==> src/rtl/audio_stream_sequencer_pkg.sv <==
// Shared types and defaults for the audio stream sequencer: sample and gain
// types, the unity gain constant and the sequencer state encoding.
package audio_pkg;

  localparam int DEF_DATA_W    = 32;
  localparam int DEF_GAIN_W    = 9;
  localparam int DEF_RAMP_STEP = 16;
  localparam int DEF_CNT_W     = 16;

  typedef logic signed [DEF_DATA_W-1:0] sample_t;
  typedef logic        [DEF_GAIN_W-1:0] gain_t;

  localparam int GAIN_UNITY = 256;

  typedef enum logic [1:0] {
    S_IDLE,
    S_SCALE,
    S_WRITE
  } state_t;

endpackage

==> src/rtl/audio_gain_scale.sv <==
// Combinational scaler for one audio channel: multiplies a signed sample by an
// unsigned gain whose unity value is 2**(GAIN_W-1), then floors by that unity.
module audio_gain_scale #(
  parameter int DATA_W = 32,
  parameter int GAIN_W = 9
) (
  input  logic signed [DATA_W-1:0] i_sample,
  input  logic        [GAIN_W-1:0] i_gain,
  output logic signed [DATA_W-1:0] o_result
);

  localparam int PROD_W = DATA_W + GAIN_W;

  logic signed [PROD_W-1:0] w_product;

  // Full-width product with the gain zero-extended so it stays non-negative;
  // the arithmetic shift rounds toward minus infinity, and since gain never
  // exceeds unity the truncated result always fits in DATA_W bits.
  always_comb begin
    w_product = PROD_W'(i_sample) * PROD_W'($signed({1'b0, i_gain}));
    o_result  = DATA_W'(w_product >>> (GAIN_W - 1));
  end

endmodule

==> src/rtl/audio_stream_sequencer.sv <==
// Moves one stereo sample at a time from the codec input FIFO to the codec
// output FIFO: pop, scale by the soft-mute gain, push. The gain ramps toward
// zero or unity by a fixed step each time a sample is accepted for output.
module audio_stream_sequencer
  import audio_pkg::*;
#(
  parameter int DATA_W    = DEF_DATA_W,
  parameter int GAIN_W    = DEF_GAIN_W,
  parameter int RAMP_STEP = DEF_RAMP_STEP,
  parameter int CNT_W     = DEF_CNT_W
) (
  input  logic                     CLOCK_50,
  input  logic                     resetn,
  input  logic                     mute,
  input  logic                     audio_in_available,
  input  logic signed [DATA_W-1:0] audio_in_L,
  input  logic signed [DATA_W-1:0] audio_in_R,
  output logic                     read_audio_in,
  input  logic                     audio_out_allowed,
  output logic                     write_audio_out,
  output logic signed [DATA_W-1:0] audio_out_L,
  output logic signed [DATA_W-1:0] audio_out_R,
  output logic        [GAIN_W-1:0] gain,
  output logic        [CNT_W-1:0]  sample_count,
  output logic                     busy
);

  localparam logic [GAIN_W-1:0] L_UNITY = GAIN_W'(1 << (GAIN_W - 1));
  localparam logic [GAIN_W-1:0] L_STEP  = GAIN_W'(RAMP_STEP);

  state_t                   r_state;
  state_t                   w_next_state;
  logic                     w_latch;
  logic                     w_scale;
  logic                     w_accept;

  logic signed [DATA_W-1:0] r_in_l;
  logic signed [DATA_W-1:0] r_in_r;
  logic signed [DATA_W-1:0] r_out_l;
  logic signed [DATA_W-1:0] r_out_r;
  logic signed [DATA_W-1:0] w_scaled_l;
  logic signed [DATA_W-1:0] w_scaled_r;
  logic        [GAIN_W-1:0] r_gain;
  logic        [GAIN_W-1:0] w_target;
  logic        [GAIN_W-1:0] w_gain_next;
  logic        [CNT_W-1:0]  r_count;
  logic                     r_read;
  logic                     r_write;

  // Both channels share the same gain; the results are registered in S_SCALE.
  audio_gain_scale #(.DATA_W(DATA_W), .GAIN_W(GAIN_W)) u_scale_l (
    .i_sample (r_in_l),
    .i_gain   (r_gain),
    .o_result (w_scaled_l)
  );

  audio_gain_scale #(.DATA_W(DATA_W), .GAIN_W(GAIN_W)) u_scale_r (
    .i_sample (r_in_r),
    .i_gain   (r_gain),
    .o_result (w_scaled_r)
  );

  // State register; an asynchronous reset abandons any in-flight sample.
  always_ff @(posedge CLOCK_50 or negedge resetn) begin
    if (!resetn) r_state <= S_IDLE;
    else         r_state <= w_next_state;
  end

  // Next-state decode: pop on availability, one scaling cycle, then wait for space.
  always_comb begin
    w_next_state = r_state;
    w_latch      = 1'b0;
    w_scale      = 1'b0;
    w_accept     = 1'b0;
    case (r_state)
      S_IDLE: begin
        if (audio_in_available) begin
          w_latch      = 1'b1;
          w_next_state = S_SCALE;
        end
      end
      S_SCALE: begin
        w_scale      = 1'b1;
        w_next_state = S_WRITE;
      end
      S_WRITE: begin
        if (audio_out_allowed) begin
          w_accept     = 1'b1;
          w_next_state = S_IDLE;
        end
      end
      default: w_next_state = S_IDLE;
    endcase
  end

  // Gain moves one step toward the mute target, clamping so it never overshoots.
  always_comb begin
    w_target    = mute ? '0 : L_UNITY;
    w_gain_next = r_gain;
    if (r_gain > w_target) begin
      w_gain_next = ((r_gain - w_target) > L_STEP) ? (r_gain - L_STEP) : w_target;
    end else if (r_gain < w_target) begin
      w_gain_next = ((w_target - r_gain) > L_STEP) ? (r_gain + L_STEP) : w_target;
    end
  end

  // Datapath and strobes: each strobe is the registered copy of a one-cycle
  // FSM event, so it lasts exactly one cycle and the two never coincide.
  always_ff @(posedge CLOCK_50 or negedge resetn) begin
    if (!resetn) begin
      r_in_l  <= '0;
      r_in_r  <= '0;
      r_out_l <= '0;
      r_out_r <= '0;
      r_gain  <= L_UNITY;
      r_count <= '0;
      r_read  <= 1'b0;
      r_write <= 1'b0;
    end else begin
      r_read  <= w_latch;
      r_write <= w_accept;
      if (w_latch) begin
        r_in_l <= audio_in_L;
        r_in_r <= audio_in_R;
      end
      if (w_scale) begin
        r_out_l <= w_scaled_l;
        r_out_r <= w_scaled_r;
      end
      if (w_accept) begin
        r_count <= r_count + 1'b1;
        r_gain  <= w_gain_next;
      end
    end
  end

  assign read_audio_in   = r_read;
  assign write_audio_out = r_write;
  assign audio_out_L     = r_out_l;
  assign audio_out_R     = r_out_r;
  assign gain            = r_gain;
  assign sample_count    = r_count;
  assign busy            = (r_state != S_IDLE);

endmodule

==> config.mk <==
export PLATFORM = sky130hd
export DESIGN_NAME = audio_stream_sequencer
export DESIGN_NICKNAME = d
export VERILOG_FILES = /design/src/rtl/audio_stream_sequencer_pkg.sv /design/src/rtl/audio_gain_scale.sv /design/src/rtl/audio_stream_sequencer.sv
export SDC_FILE = /design/constraint.sdc
export NUM_CORES = 1
export LEC_CHECK = 0
export ABC_AREA = 1
export BUFFER_PORTS_ARGS = -buffer_cell sky130_fd_sc_hd__clkbuf_2
export CAP_MARGIN = 20
export CORE_UTILIZATION = 46
export CTS_CLUSTER_DIAMETER = 30
export DETAILED_ROUTE_END_ITERATION = 8
export GPL_TIMING_DRIVEN = 1
export SETUP_SLACK_MARGIN = 0.1
export SLEW_MARGIN = 20
export SYNTH_ARGS = -nofsm -noshare
export SYNTH_HDL_FRONTEND = slang
export SYNTH_SLANG_ARGS = --single-unit
==> constraint.sdc <==
create_clock -name CLOCK_50 -period 5.61 [get_ports CLOCK_50]
set_input_delay 0 -clock CLOCK_50 [delete_from_list [all_inputs] [get_ports CLOCK_50]]
set_output_delay 0 -clock CLOCK_50 [all_outputs]
set_load 0.1 [all_outputs]
# Word-level counts from Yosys, hierarchy flattened
# Index checks and enable logic that the tools add are counted.
# word_totals
word_cells	42
out_inout_bits	92
ff_bits	157
input_bits	69
# op_classes
magnitude_cmp	4
add_sub_neg	5
multipliers	2
mux	13
eq_ne	4
n_reduce_logical	5
# op_table
operator	n
multiplier 32 x 10 -> 40 bit	2
two-way mux 9 bit	5
> comparator 9 x 5 -> 1 bit (second input constant)	2
subtractor 9 bit	2
adder 16 x 1 -> 16 bit (second input constant)	1
adder 9 x 5 -> 9 bit (second input constant)	1
> comparator 9 bit	1
< comparator 9 bit	1
subtractor 9 x 5 -> 9 bit (second input constant)	1
case mux 2 bit (3 select lines)	1
two-way mux 1 bit	5
two-way mux 2 bit	2
inequality test 2 bit (second input constant)	2
AND reduction 2 bit	2
nonzero test 2 bit	2
== test 2 x 1 -> 1 bit (second input constant)	1
== test 2 bit (second input constant)	1
logical NOT 2 bit	1

# Depth between registers and ports, before layout
# logic_depth
word_depth	6
ltp_mapped	27
depth_no_buf	23

# By module
# Synthesis repeated with hierarchy kept, for this count alone.
# hier_totals
cells_unflattened	3552
area_unflattened_um2	27257.4
# by_module_without_submodules
module	seq_area_each_um2	n_inst	area_each_um2	cells_per_inst
audio_gain_scale (u_scale_l)	0.0	1	10386.2	1481
audio_gain_scale (u_scale_r)	0.0	1	10378.7	1480
audio_stream_sequencer	3829.9	1	6492.5	591

# Least setup slack after synthesis
# No wires, ideal clock.
# synth_timing
kind	register -> register
from	reg r_gain[6] (netlist: gain[6])
to	reg r_out_r[9] (netlist: audio_out_R[9])
required_time_ns	5.490
slack_ns	-0.072
path_buffers	3
setup_time_ns	0.120
path_stages_with_launch	21
arrival_ns	5.563
period_less_slack_ns	5.682
path_cell_list	dfrtp_1 -> buf_2 -> clkbuf_1 -> clkbuf_1 -> nand2_1 -> fa_1 -> inv_1 -> fa_1 -> fa_1 -> fa_1 -> fa_1 -> ha_1 -> nand2_1 -> inv_1 -> a21oi_1 -> nor2_1 -> nor2_1 -> nand2_1 -> or2_2 -> nand3_1 -> nand2_1
# synth_between
elab_chain_len	1
# synth_rtl
element	line	text
from (decl)	audio_stream_sequencer.sv:43	logic [GAIN_W-1:0] r_gain;
from (signal assigned)	audio_stream_sequencer.sv:132	r_gain <= w_gain_next;
multiplier 32 x 10 -> 40 bit	audio_gain_scale.sv:20	w_product = PROD_W'(i_sample) * PROD_W'($signed({1'b0, i_gain}));
to (signal assigned)	audio_stream_sequencer.sv:128	r_out_r <= w_scaled_r;
to (decl)	audio_stream_sequencer.sv:40	logic signed [DATA_W-1:0] r_out_r;
# No other way between the ends.
# A chain may end at the register's enable or synchronous reset.

# Worst setup path after layout
# layout_timing
from	reg r_gain[5] (netlist: gain[5])
to	reg r_out_r[25] (netlist: audio_out_R[25])
# The elaborated chain is that of the path after synthesis.

==> impl_metrics.json <==
{
  "status": "completed",
  "gp_congestion": 0.936,
  "drc_errors": 0,
  "gr-usage-met2_pct": 50.6,
  "final_common_cell": "nand2_1",
  "cp_slowest_cell": "fa_1",
  "grt.total_usage_pct": 27.4,
  "syn-mean-instance-area_sq_um": 7.30,
  "yosys_warnings": 0,
  "rsz0062_at_grt": "yes",
  "cts_made_buffers": 17,
  "cts.path.max_buffers": 2,
  "arrival_ps": 5660,
  "period_share_pct": 93.4,
  "final-hold-violation-count": 0,
  "grtUsageMet1_pct": 32.6,
  "num_vias": 19940,
  "critical_path_buf_inv_count": 4,
  "overflow": 0,
  "cp_max_fo": 18,
  "die_h_microns": 225,
  "rows": 81,
  "fillers": 4955,
  "worstSetupEndpointType": "flop",
  "fmax_mhz": 191,
  "fin_crit_ps": 5240,
  "tns_ps": 0,
  "via_per_inst": 4.82,
  "drv_cap": 0,
  "netlist_instances": 3134,
  "setup_viol": 0,
  "timing.hold.ws_ps": 53.5,
  "syn_area_sq_um": 22900,
  "ys_types": 38,
  "grt_max_degree": 67,
  "area_delta_synth_final_pct": 14.8,
  "criticalPathCategory": "flop to flop",
  "maxSlewHeadroom_pct": 41.1,
  "first_pass_iters": 7,
  "cts-root-buf": "clkbuf_16",
  "ys_seq_area_share_pct": 16.7,
  "grt_antenna_before_repair": 0,
  "cpLargestDelayFamily": "adder cells",
  "required_ps": 6030,
  "place_hpwl_microns": 54100,
  "crit_chain": "buf_4 > nand2_1 > inv_1 > fa_1 > fa_1 > fa_1 > fa_1 > ha_1 > ha_1 > nand2_1 > inv_1 > a21oi_1 > o21ai_0 > buf_4 > a21oi_1 > nand2_1 > nand2_1 > nand3_1 > nand2_1",
  "io_buffers": 156,
  "cts_num_sinks": 153,
  "met3_usage_pct": 3.27,
  "ant_nets": 0,
  "coreArea_sq_um": 49100,
  "cts_tree": "built",
  "finish.net_count": 4084,
  "ios": 161,
  "skew_ps": 12.7,
  "crit_top_cell": "nand2_1",
  "drtIter0Drc": 1014,
  "layout-drive-gt1-share_pct": 7.37,
  "tightest_slew_ps": 884,
  "grt_busiest_layer": "met2",
  "die-area_sq_um": 50700,
  "fp.dieW_microns": 225,
  "synth-seq-cells": 153,
  "maxSlewViolCount": 0,
  "layout_common_cells": "nand2_1 (1,167), inv_1 (638), fa_1 (293), ha_1 (263)",
  "diodes": 0,
  "hold_class": "input pin to asynchronous set/reset pin",
  "clk_latency_ps": 500,
  "wl_microns": 66200,
  "grt_pass1_vias": 20377,
  "clk_pin_slew_ps": 70,
  "start_util_pct": 46.7,
  "post_drt_wl_per_cell_microns": 16.0,
  "htreeDepth": 4,
  "grt_pass1_wl_microns": 107000,
  "critPathMaxStageDelay_ps": 590,
  "crit_path_start_kind": "flop"
}
[metal layers]
metal | up-vias | part of all wire, %
met3 | 90 | 2.6
met1 | 9642 | 41
met2 | 358 | 53
li1 | 9850 | -
met5 | - | 0
met4 | 0 | 2.9
[cell families (layout without fill, tap and decap cells)]
family / count (synthesis) / in the layout / share of synthesized area, %
DFF: 153 / 153 / 16.7
adders and majority gates: 556 / 556 / 40.0
and+or+nand+nor: 1533 / 1533 / 27.0
xor gates and xnor gates: 27 / 27 / 1.03
buffers and inverters: 725 / 933 / 12.0
AOI/OAI and AO/OA: 138 / 138 / 3.26
other: 2 / 132 / 0.0328
[Yosys cell counts (all sizes together)]
library cell	instances	share of area, %
a21oi	78	1.7
a21boi	2	0.066
a31oi	3	0.082
o21bai	10	0.33
o22ai	1	0.027
o21a	2	0.066
o21ai	36	0.79
dfstp	1	0.11
a22oi	1	0.033
nand4	25	0.68
ha	263	14
conb	2	0.033
dfrtp	152	17
nand3	134	3.0
clkbuf	59	0.97
xor2	11	0.42
nor4	1	0.055
fa	293	26
buf	26	0.52
nand3b	24	0.79
nor3	7	0.20
and2	1	0.027
inv	640	10
nand2	1169	19
o211ai	4	0.13
nor2	160	2.7
or2	12	0.33
xnor2	16	0.61
a21o	1	0.033
[state kept, by name, indices dropped and copies added, names as in the netlist]
name	flops
r_in_r	32
audio_out_R	32
r_state	2
audio_out_L	32
sample_count	16
write_audio_out	1
r_in_l	32
read_audio_in	1
gain	5
[layout make-up]
| class | count | area, sq um | share of cell area [%] |
|---|---|---|---|
| clock buffers | 17 | 425 | 1.62 |
| clock inverters | 15 | 153 | 0.581 |
| inverters | 640 | 2400 | 9.14 |
| multi-input cells | 2386 | 16800 | 64.0 |
| flip-flops and latches | 153 | 3840 | 14.6 |
| well taps | 664 | 831 | 3.16 |
| repair buffers | 261 | 1820 | 6.91 |
[worst reg2reg max path: stages (launching register included)]
cell	delay [ps]
dfrtp_4	570
buf_4	310
nand2_1	90
inv_1	90
fa_1	460
fa_1	590
fa_1	440
fa_1	440
ha_1	280
ha_1	380
nand2_1	180
inv_1	50
a21oi_1	220
o21ai_0	130
buf_4	150
a21oi_1	280
nand2_1	100
nand2_1	70
nand3_1	200
nand2_1	140
[final timing paths]
path                                             start                     endpoint  slack [ps]  cells after the start
hold reg to reg            audio_out_L[26]$_DFFE_PN0N_  audio_out_L[26]$_DFFE_PN0N_         480                      2
setup reg to reg                   gain[5]$_DFFE_PN0P_  audio_out_R[25]$_DFFE_PN0N_         370                     19
setup / recovery                   gain[5]$_DFFE_PN0P_  audio_out_R[25]$_DFFE_PN0N_         370                     19
hold / removal                                  resetn  audio_out_L[16]$_DFFE_PN0N_          50                      3
min in group CLOCK_50               audio_in_available       r_state[0]$_DFFE_PN0P_         150                      4
max in group asynchronous                       resetn       r_in_r[26]$_DFFE_PN0P_        4690                      3
[stage by stage]
stage / worst slack [ps] / instance area (sq um) / cells / utilization (%)
6_report: 370 / 26300 / 4136 / 53.6
5_1_grt: 73.8 / 26300 / 4136 / 53.6
4_1_cts: 165 / 26300 / 4133 / 53.5
3_5_place_dp: 178 / 25000 / 4033 / 50.9
3_3_place_gp: 177 / 25000 / 4033 / 50.9
2_1_floorplan: 215 / 23400 / 3264 / -
[timing repair]
item,4_1_cts,5_1_grt
endpoints found under the hold margin,105,0
buffers inserted,0,3
hold buffers,68,0
resized for setup,0,4
setup endpoints to repair,0,11
Power is left out: the tool's default activity adds up to more than one toggle a clock period on the data nets, which glitch-free logic cannot reach.
